==> config.mk <==
export PLATFORM = sky130hd
export DESIGN_NAME = pipelined_add_sub_flat
export DESIGN_NICKNAME = d
export VERILOG_FILES = /design/src/rtl/pipelined_add_sub_if.sv /design/src/rtl/pipelined_add_sub.sv /design/src/flat_wrapper.sv
export SDC_FILE = /design/constraint.sdc
export NUM_CORES = 1
export LEC_CHECK = 0
export ABC_AREA = 0
export CORE_UTILIZATION = 40
export CTS_CLUSTER_SIZE = 25
export DETAILED_ROUTE_END_ITERATION = 8
export GPL_ROUTABILITY_DRIVEN = 0
export PLACE_DENSITY = 0.61
export RECOVER_POWER = 100
export SLEW_MARGIN = 20
export SYNTH_ARGS = -nofsm -noshare
export SYNTH_HDL_FRONTEND = slang
export SYNTH_SLANG_ARGS = --single-unit
==> constraint.sdc <==
create_clock -name clk_i -period 9.12 [get_ports clk_i]
set_input_delay 1.824 -clock clk_i [delete_from_list [all_inputs] [get_ports clk_i]]
set_output_delay 1.824 -clock clk_i [all_outputs]
set_load 0.1 [all_outputs]
==> src/rtl/pipelined_add_sub_if.sv <==
// rtl/pipelined_add_sub_if.sv - operand/result handshake bundle for pipelined_add_sub
// Purpose: groups the upstream operand beat and downstream result beat of the
//   pipelined add/subtract unit into one interface.
// Signals:
//   in_valid_i / in_ready_o   operand beat handshake
//   a_i, b_i, cin_i, sub_i    operands, carry-in, subtract select
//   out_valid_o / out_ready_i result beat handshake
//   sum_o, cout_o, ovf_o, zero_o  result and flags
// Modports: master drives operands and result-ready, slave is the unit.
interface pipelined_add_sub_if #(
  parameter int WIDTH = 32
);
  logic             in_valid_i;
  logic             in_ready_o;
  logic [WIDTH-1:0] a_i;
  logic [WIDTH-1:0] b_i;
  logic             cin_i;
  logic             sub_i;
  logic             out_valid_o;
  logic             out_ready_i;
  logic [WIDTH-1:0] sum_o;
  logic             cout_o;
  logic             ovf_o;
  logic             zero_o;

  modport master (
    output in_valid_i, a_i, b_i, cin_i, sub_i, out_ready_i,
    input  in_ready_o, out_valid_o, sum_o, cout_o, ovf_o, zero_o
  );

  modport slave (
    input  in_valid_i, a_i, b_i, cin_i, sub_i, out_ready_i,
    output in_ready_o, out_valid_o, sum_o, cout_o, ovf_o, zero_o
  );
endinterface

==> src/rtl/pipelined_add_sub.sv <==
// rtl/pipelined_add_sub.sv - pipelined add/subtract unit with carry, overflow and zero flags
// Purpose: computes {cout,sum} = A + (B ^ {WIDTH{sub}}) + cin over STAGES
//   cycles, resolving one WIDTH/STAGES-bit segment per stage with the carry
//   held in pipeline registers between segments.
// Ports:
//   clk_i  clock, rising edge
//   rst_i  asynchronous active-high reset, clears every stage
//   bus    pipelined_add_sub_if.slave: operand beat in, result beat out
// Parameters: WIDTH operand width, STAGES pipeline depth (WIDTH % STAGES == 0).
module pipelined_add_sub #(
  parameter int WIDTH  = 32,
  parameter int STAGES = 4
) (
  input  logic               clk_i,
  input  logic               rst_i,
  pipelined_add_sub_if.slave bus
);

  localparam int STG_SAFE = (STAGES > 0) ? STAGES : 1;
  localparam int SEG      = WIDTH / STG_SAFE;

  if (STAGES < 1 || (WIDTH % STG_SAFE) != 0) begin : g_param_check
    $error("pipelined_add_sub: STAGES must be >= 1 and divide WIDTH");
  end

  logic             w_adv;
  logic             w_out_valid;
  logic [WIDTH-1:0] w_b_mod;

  assign w_b_mod = bus.b_i ^ {WIDTH{bus.sub_i}};

  // Global advance: the whole pipe moves or the whole pipe holds.
  assign w_adv = ~w_out_valid | bus.out_ready_i;

  for (genvar k = 0; k < STAGES; k++) begin : g_stage
    // Operand bits still unresolved after this stage has added its segment.
    localparam int REM = WIDTH - (k + 1) * SEG;

    logic [SEG-1:0]         w_a_seg;
    logic [SEG-1:0]         w_b_seg;
    logic                   w_c_in;
    logic                   w_v_in;
    logic                   w_as_in;
    logic                   w_bs_in;
    logic [SEG:0]           w_seg;
    logic [(k+1)*SEG-1:0]   r_sum;
    logic                   r_c;
    logic                   r_v;
    logic                   r_as;
    logic                   r_bs;

    if (k == 0) begin : g_src
      assign w_a_seg = bus.a_i[SEG-1:0];
      assign w_b_seg = w_b_mod[SEG-1:0];
      assign w_c_in  = bus.cin_i;
      assign w_v_in  = bus.in_valid_i;
      assign w_as_in = bus.a_i[WIDTH-1];
      assign w_bs_in = w_b_mod[WIDTH-1];

      always_ff @(posedge clk_i or posedge rst_i) begin
        if (rst_i)      r_sum <= '0;
        else if (w_adv) r_sum <= w_seg[SEG-1:0];
      end
    end else begin : g_src
      // Remaining operands are kept right-aligned, so this stage's segment
      // is always the low SEG bits of its predecessor's operand registers.
      assign w_a_seg = g_stage[k-1].g_rem.r_a[SEG-1:0];
      assign w_b_seg = g_stage[k-1].g_rem.r_b[SEG-1:0];
      assign w_c_in  = g_stage[k-1].r_c;
      assign w_v_in  = g_stage[k-1].r_v;
      assign w_as_in = g_stage[k-1].r_as;
      assign w_bs_in = g_stage[k-1].r_bs;

      always_ff @(posedge clk_i or posedge rst_i) begin
        if (rst_i)      r_sum <= '0;
        else if (w_adv) r_sum <= {w_seg[SEG-1:0], g_stage[k-1].r_sum};
      end
    end

    assign w_seg = {1'b0, w_a_seg} + {1'b0, w_b_seg} + {{SEG{1'b0}}, w_c_in};

    // Operand sign bits ride along so the last stage can form the signed
    // overflow flag from A and B' rather than from the raw B input.
    always_ff @(posedge clk_i or posedge rst_i) begin
      if (rst_i) begin
        r_c  <= 1'b0;
        r_v  <= 1'b0;
        r_as <= 1'b0;
        r_bs <= 1'b0;
      end else if (w_adv) begin
        r_c  <= w_seg[SEG];
        r_v  <= w_v_in;
        r_as <= w_as_in;
        r_bs <= w_bs_in;
      end
    end

    if (REM > 0) begin : g_rem
      logic [REM-1:0] r_a;
      logic [REM-1:0] r_b;

      if (k == 0) begin : g_load
        always_ff @(posedge clk_i or posedge rst_i) begin
          if (rst_i) begin
            r_a <= '0;
            r_b <= '0;
          end else if (w_adv) begin
            r_a <= bus.a_i[WIDTH-1:SEG];
            r_b <= w_b_mod[WIDTH-1:SEG];
          end
        end
      end else begin : g_load
        always_ff @(posedge clk_i or posedge rst_i) begin
          if (rst_i) begin
            r_a <= '0;
            r_b <= '0;
          end else if (w_adv) begin
            r_a <= g_stage[k-1].g_rem.r_a[REM+SEG-1:SEG];
            r_b <= g_stage[k-1].g_rem.r_b[REM+SEG-1:SEG];
          end
        end
      end
    end
  end

  assign w_out_valid     = g_stage[STAGES-1].r_v;
  assign bus.out_valid_o = w_out_valid;
  assign bus.in_ready_o  = w_adv;
  assign bus.sum_o       = g_stage[STAGES-1].r_sum;
  assign bus.cout_o      = g_stage[STAGES-1].r_c;
  assign bus.ovf_o       = ~(g_stage[STAGES-1].r_as ^ g_stage[STAGES-1].r_bs)
                         & (g_stage[STAGES-1].r_as ^ g_stage[STAGES-1].r_sum[WIDTH-1]);
  // Gated by valid so the flag reads 0 out of reset and on bubbles.
  assign bus.zero_o      = w_out_valid & ~|g_stage[STAGES-1].r_sum;

endmodule
==> src/flat_wrapper.sv <==
// flat-port wrapper written by rule: the top's interface ports become plain ports
module pipelined_add_sub_flat 
#(
  parameter int WIDTH  = 32,
  parameter int STAGES = 4
)
  (clk_i, rst_i, bus_in_valid_i, bus_a_i, bus_b_i, bus_cin_i, bus_sub_i, bus_out_ready_i, bus_in_ready_o, bus_out_valid_o, bus_sum_o, bus_cout_o, bus_ovf_o, bus_zero_o);
  pipelined_add_sub_if #(.WIDTH(WIDTH)) bus_i ();
  input  logic clk_i;
  input  logic rst_i;
  input wire logic [$bits(bus_i.in_valid_i)-1:0] bus_in_valid_i;
  input wire logic [$bits(bus_i.a_i)-1:0] bus_a_i;
  input wire logic [$bits(bus_i.b_i)-1:0] bus_b_i;
  input wire logic [$bits(bus_i.cin_i)-1:0] bus_cin_i;
  input wire logic [$bits(bus_i.sub_i)-1:0] bus_sub_i;
  input wire logic [$bits(bus_i.out_ready_i)-1:0] bus_out_ready_i;
  output wire logic [$bits(bus_i.in_ready_o)-1:0] bus_in_ready_o;
  output wire logic [$bits(bus_i.out_valid_o)-1:0] bus_out_valid_o;
  output wire logic [$bits(bus_i.sum_o)-1:0] bus_sum_o;
  output wire logic [$bits(bus_i.cout_o)-1:0] bus_cout_o;
  output wire logic [$bits(bus_i.ovf_o)-1:0] bus_ovf_o;
  output wire logic [$bits(bus_i.zero_o)-1:0] bus_zero_o;
  assign bus_i.in_valid_i = bus_in_valid_i;
  assign bus_i.a_i = bus_a_i;
  assign bus_i.b_i = bus_b_i;
  assign bus_i.cin_i = bus_cin_i;
  assign bus_i.sub_i = bus_sub_i;
  assign bus_i.out_ready_i = bus_out_ready_i;
  assign bus_in_ready_o = bus_i.in_ready_o;
  assign bus_out_valid_o = bus_i.out_valid_o;
  assign bus_sum_o = bus_i.sum_o;
  assign bus_cout_o = bus_i.cout_o;
  assign bus_ovf_o = bus_i.ovf_o;
  assign bus_zero_o = bus_i.zero_o;
  pipelined_add_sub #(.WIDTH(WIDTH), .STAGES(STAGES)) u_core (.clk_i(clk_i), .rst_i(rst_i), .bus(bus_i));
endmodule
Word level (Yosys, flattened, before mapping)
Index checks and enable logic that the tools add are counted.
Widths: inputs -> output; s select.
- bits in registers: 192
- input bits: 70
- output and inout bits: 37
- word-level logic and storage cells: 44
- $add $sub $neg: 8
- bitwise logic cells: 8
- reductions and logical operators: 2
- operators by type and width (operator ; number):
    $add 8x8->9 ; 4
    $add 9x1->9 ; 4
    $reduce_or 32->1 ; 1
    $xor 32x32->32 ; 1
    $and 1x1->1 ; 2
    $not 1->1 ; 2
    $xor 1x1->1 ; 2
    $logic_not 1->1 ; 1
    $or 1x1->1 ; 1

Logic depth before layout (Yosys ltp)
- depth after elaboration: 3
- gate-level depth with buffers: 9
- mapped depth without buffers: 7

Worst setup path before layout
Ideal clock, no wire load.
- path kind: register to output
- from: register u_core.g_stage[3].r_v (netlist: u_core.bus.out_valid_o)
- to: output port bus_zero_o
- arrival time: 3404 ps
- required time: 7296 ps
- slack: 3892 ps
- stages on the path, launching flop included: 4
- buffers on the path: 0
- cells stage by stage: dfrtp_1 nor4b_1 nand4_1 nor3_1
- cells in the longest elaborated chain, start to end: 1
- RTL lines (item ; RTL line ; source):
    start, declared ; pipelined_add_sub.sv:48 ; logic r_v;
    start signal, assigned ; pipelined_add_sub.sv:92 ; r_v <= w_v_in;
    $and 1x1->1 ; pipelined_add_sub.sv:134 ; assign bus.zero_o = w_out_valid & ~|g_stage[STAGES-1].r_sum;
    end, declared ; flat_wrapper.sv:22 ; output wire logic [$bits(bus_i.zero_o)-1:0] bus_zero_o;
Every way passes these cells.

Final worst setup path
- from: input port bus_out_ready_i
- to: output port bus_in_ready_o
- cells in the longest elaborated chain, start to end: 1
- RTL lines (item ; RTL line ; source):
    start, declared ; flat_wrapper.sv:16 ; input wire logic [$bits(bus_i.out_ready_i)-1:0] bus_out_ready_i;
    $or 1x1->1 ; pipelined_add_sub.sv:33 ; assign w_adv = ~w_out_valid | bus.out_ready_i;
    end, declared ; flat_wrapper.sv:17 ; output wire logic [$bits(bus_i.in_ready_o)-1:0] bus_in_ready_o;
Every way passes these cells.

==> impl_results.md <==
- Status: complete, but fails checks
- Failing checks: max-capacitance violations, max-slew violations
- Max-Cap Viols: 4
- Post-synthesis sequential area ratio: 53.0%
- Final setup viols: 0
- CP max FO: 70
- Setup TNS: 0 ns
- Placed cell area: roughly 0.010 mm²
- CTS tree: built
- Reg-to-reg endpoint: u_core.bus.sum_o[27]$_DFFE_PP0P_
- Required @ worst endpoint: 7.30 ns
- H-tree depth: 4
- DRC viols: 0
- Largest cells by area after synthesis: dfrtp_1 53%, nand2_1 18%, ha_1 4.0%
- Actual slew at the worst max-slew pin: between 5 and 6 ns
- N_diodes: 0
- Root Driver: clkbuf_16
- Most frequent CP cell: dlygate4sd3_1
- Critical path buffers and inverters: 4
- GRT overflow: 0
- Row count: 53
- Area growth from synthesis to layout: 21.1%
- CP Class: in2out
- Clock period minus worst slack: 6.52 ns
- Cell taking the most area after synthesis: dfrtp_1
- Post-synth ARST share: 100%
- Final Skew: just under 0.009 ns
- CP arrival: 4.70 ns
- Hold EP: u_core.g_stage[1].g_rem.r_a[13]$_DFFE_PP0P_
- Layout cells sized above 1: 3.89%
- WL/cell: 13.4 µm
- Vias in the first global route: ~6,000
- All-layer global routing usage: 16.9%
- Initial antenna violation count: 0
- FF-to-FF setup slack: 4.21 ns
- Register area: approximately 0.0047 mm²
- Top Family by Delay on Critical Path: buffers and inverters
- Syn_nets: 1,064
- Hold Buf Count CTS: 0
- Setup Buffers After CTS: 0
- Synth cell count leaders: 427 x nand2_1, 186 x dfrtp_1, 46 x o21ai_0
- EDFF count, synth: 0
- Non-filler cells, final: 1,328
- Initial core utilization: 41.2%
- Fill count: 2,056
- Netlist cell types: 45
- CTS buffer count: 17
- Post-layout nets: ~1,100
- Largest net degree at the start of global routing: 125
- Setup crit end kind: primary output
- DP Cell Count: 1,296
- Power Density: 397 mW/mm²
- Mapped Cells: ~960
- Vert. Die Dim: ~150 µm
- Clk sinks: approximately 190
- Total power: 4.22 mW
- Core ar.: 0.0213 mm²
- Die Wd: ~150 µm
- Synthesized flop and latch total: 186
- First-pass GRT wire length: 30,000 µm
- Startpoint Class: input port
- CP cell instances: dlygate4sd3_1 > nor2b_4 > buf_4 > inv_4 > dlygate4sd3_1
- Worst hold path class: reg2reg
- Post-Route WL: roughly 18,000 µm
- Mapped Area: around 0.009 mm²
- Drt first pass iters: 4
- Avg Vias per Cell: roughly 4.8
- Clk buf depth: 2
- I/O Buffers: roughly 110
- Primary FF master, synth: dfrtp_1
- Die area: 0.0225 mm²
- Slew Limit Fails: 408
- RSZ-0062 raised after global routing: false
- Hold Violations, Final: 0
- Worst VDD drop: 150 µV
- IO Pins: 107
- Count of yosys warnings during synthesis: 0
- Worst r2r src: u_core.bus.out_valid_o$_DFFE_PP0P_
- Finished Cell Area: 0.0106 mm²
- Max-slew headroom: -258%
- Clk slew on worst S/H paths: around 0.070 ns
- DRT antenna net count: 0
- Overall via count from detail_route: roughly 6,400
- Area share of the largest cell type after synthesis: between 50% and 60%
- Critical Path Slowest Stage Cell: dlygate4sd3_1
- Leakage: 5.05 nW
- Synth Area per Inst: 9.16 µm²
- Post-DP HPWL: 11,900 µm
- Multi-input gate area: around 0.0038 mm²
- Max Clock Freq: 153 MHz
- Most common cell in the netlist: nand2_1
- Clock Latency Late Sink: 0.42 ns
- Min-delay src: u_core.g_stage[0].g_rem.r_a[21]$_DFFE_PP0P_
- Cell depth of the worst flop-to-flop path: 6
- Post_cts resized: 0
- 1st-iter DRT viols: a little over 300
- Slowest cell delay on critical path: 1.30 ns
- Hold path depth: 2
- Final Cycle Share: 71.5%
final cells by class:
| class | instances | area share (%) |
|---|---|---|
| well taps | 275 | 3.24 |
| inverters | 11 | 0.424 |
| multi-input cells | 713 | 36.1 |
| repair buffers | 111 | 10.2 |
| clock inverters | 12 | 2.06 |
| flip-flops and latches | 186 | 43.8 |
| clock buffers | 20 | 4.20 |
metal layers:
layer	share of wire [%]	wire length, µm	track usage, %
met3	3.4	601	3.30
met2	43	7640	25.0
met5	0	0	0
met1	53	9430	25.3
met4	1.0	186	4.55
where the power goes:
part	total (mW)	switching, mW	internal (mW)
Combinational	1.95	1.31	0.639
Clock	0.830	0.308	0.521
Sequential	1.44	0.247	1.20
Total	4.22	1.86	2.36
flip-flops by register name, indices dropped and copies added (netlist names):
| register | flops |
|---|---|
| u_core.bus.cout_o | 1 |
| u_core.bus.out_valid_o | 1 |
| u_core.bus.sum_o | 32 |
| u_core.g_stage.g_rem.r_a | 48 |
| u_core.g_stage.g_rem.r_b | 48 |
| u_core.g_stage.r_as | 1 |
| u_core.g_stage.r_bs | 1 |
| u_core.g_stage.r_c | 3 |
| u_core.g_stage.r_sum | 48 |
| u_core.g_stage.r_v | 3 |
cells in the final DEF (no fill, tap or decap), types with 3 or more instances in the layout:
cell	count
nor3b_1	19
nor4b_1	5
dlygate4sd3_1	39
xnor2_1	27
dfrtp_1	186
clkdlybuf4s50_1	66
o21bai_1	5
bufinv_16	6
xor2_1	9
a211oi_2	3
o31a_1	7
mux2i_1	5
nand2b_1	6
nor3_1	13
a21o_1	7
inv_1	9
ha_1	28
clkbuf_16	17
o21ai_0	50
fa_1	8
or3_1	5
nor4_1	7
o21a_1	8
nand3_1	7
a211oi_1	15
nand2_1	427
clkbuf_1	5
clkinv_2	3
nor2_1	11
a21oi_1	10
o31ai_1	8
a221oi_1	4
how the worst max path moves through the flow:
stage / from / slack [ns] / cells past startpoint / endpoint
after floorplan: rst_i / 2.24 / 1 / u_core.bus.cout_o$_DFFE_PP0P_
after global placement: bus_out_ready_i / 2.70 / 5 / bus_in_ready_o
after detailed placement: bus_out_ready_i / 2.69 / 5 / bus_in_ready_o
after CTS: bus_out_ready_i / 2.70 / 5 / bus_in_ready_o
after global routing: bus_out_ready_i / 2.11 / 7 / u_core.bus.sum_o[27]$_DFFE_PP0P_
final: bus_out_ready_i / 2.60 / 5 / bus_in_ready_o
through the flow:
| stage | worst slack [ns] | hold slack (ns) | utilization [%] |
|---|---|---|---|
| finish | 2.60 | 0.466 | 49.9 |
| global route | 2.11 | 0.483 | 49.9 |
| CTS | 2.70 | 0.468 | 50.0 |
| detailed placement | 2.69 | 0.456 | 46.9 |
| global placement | 2.70 | 0.445 | 46.9 |
| floorplan | 2.24 | 0.430 | - |
cell families after synthesis:
family	synth area share, %
AOI/OAI and AO/OA	9.24
xor gates and xnor gates	3.59
adders and majority gates	5.82
buffers and inverters	3.35
DFF	53.0
muxes	0.570
and+or+nand+nor	24.4
worst reg2reg max path, delay by kind of cell (launching register included):
family | cells | cell delay (ns)
buffers and inverters | 3 | 3.64
AO/OA/AOI/OAI | 2 | 0.67
flip-flops | 1 | 0.39
AND/OR/NAND/NOR | 1 | 0.12
Power figures use the tool's default switching activity.
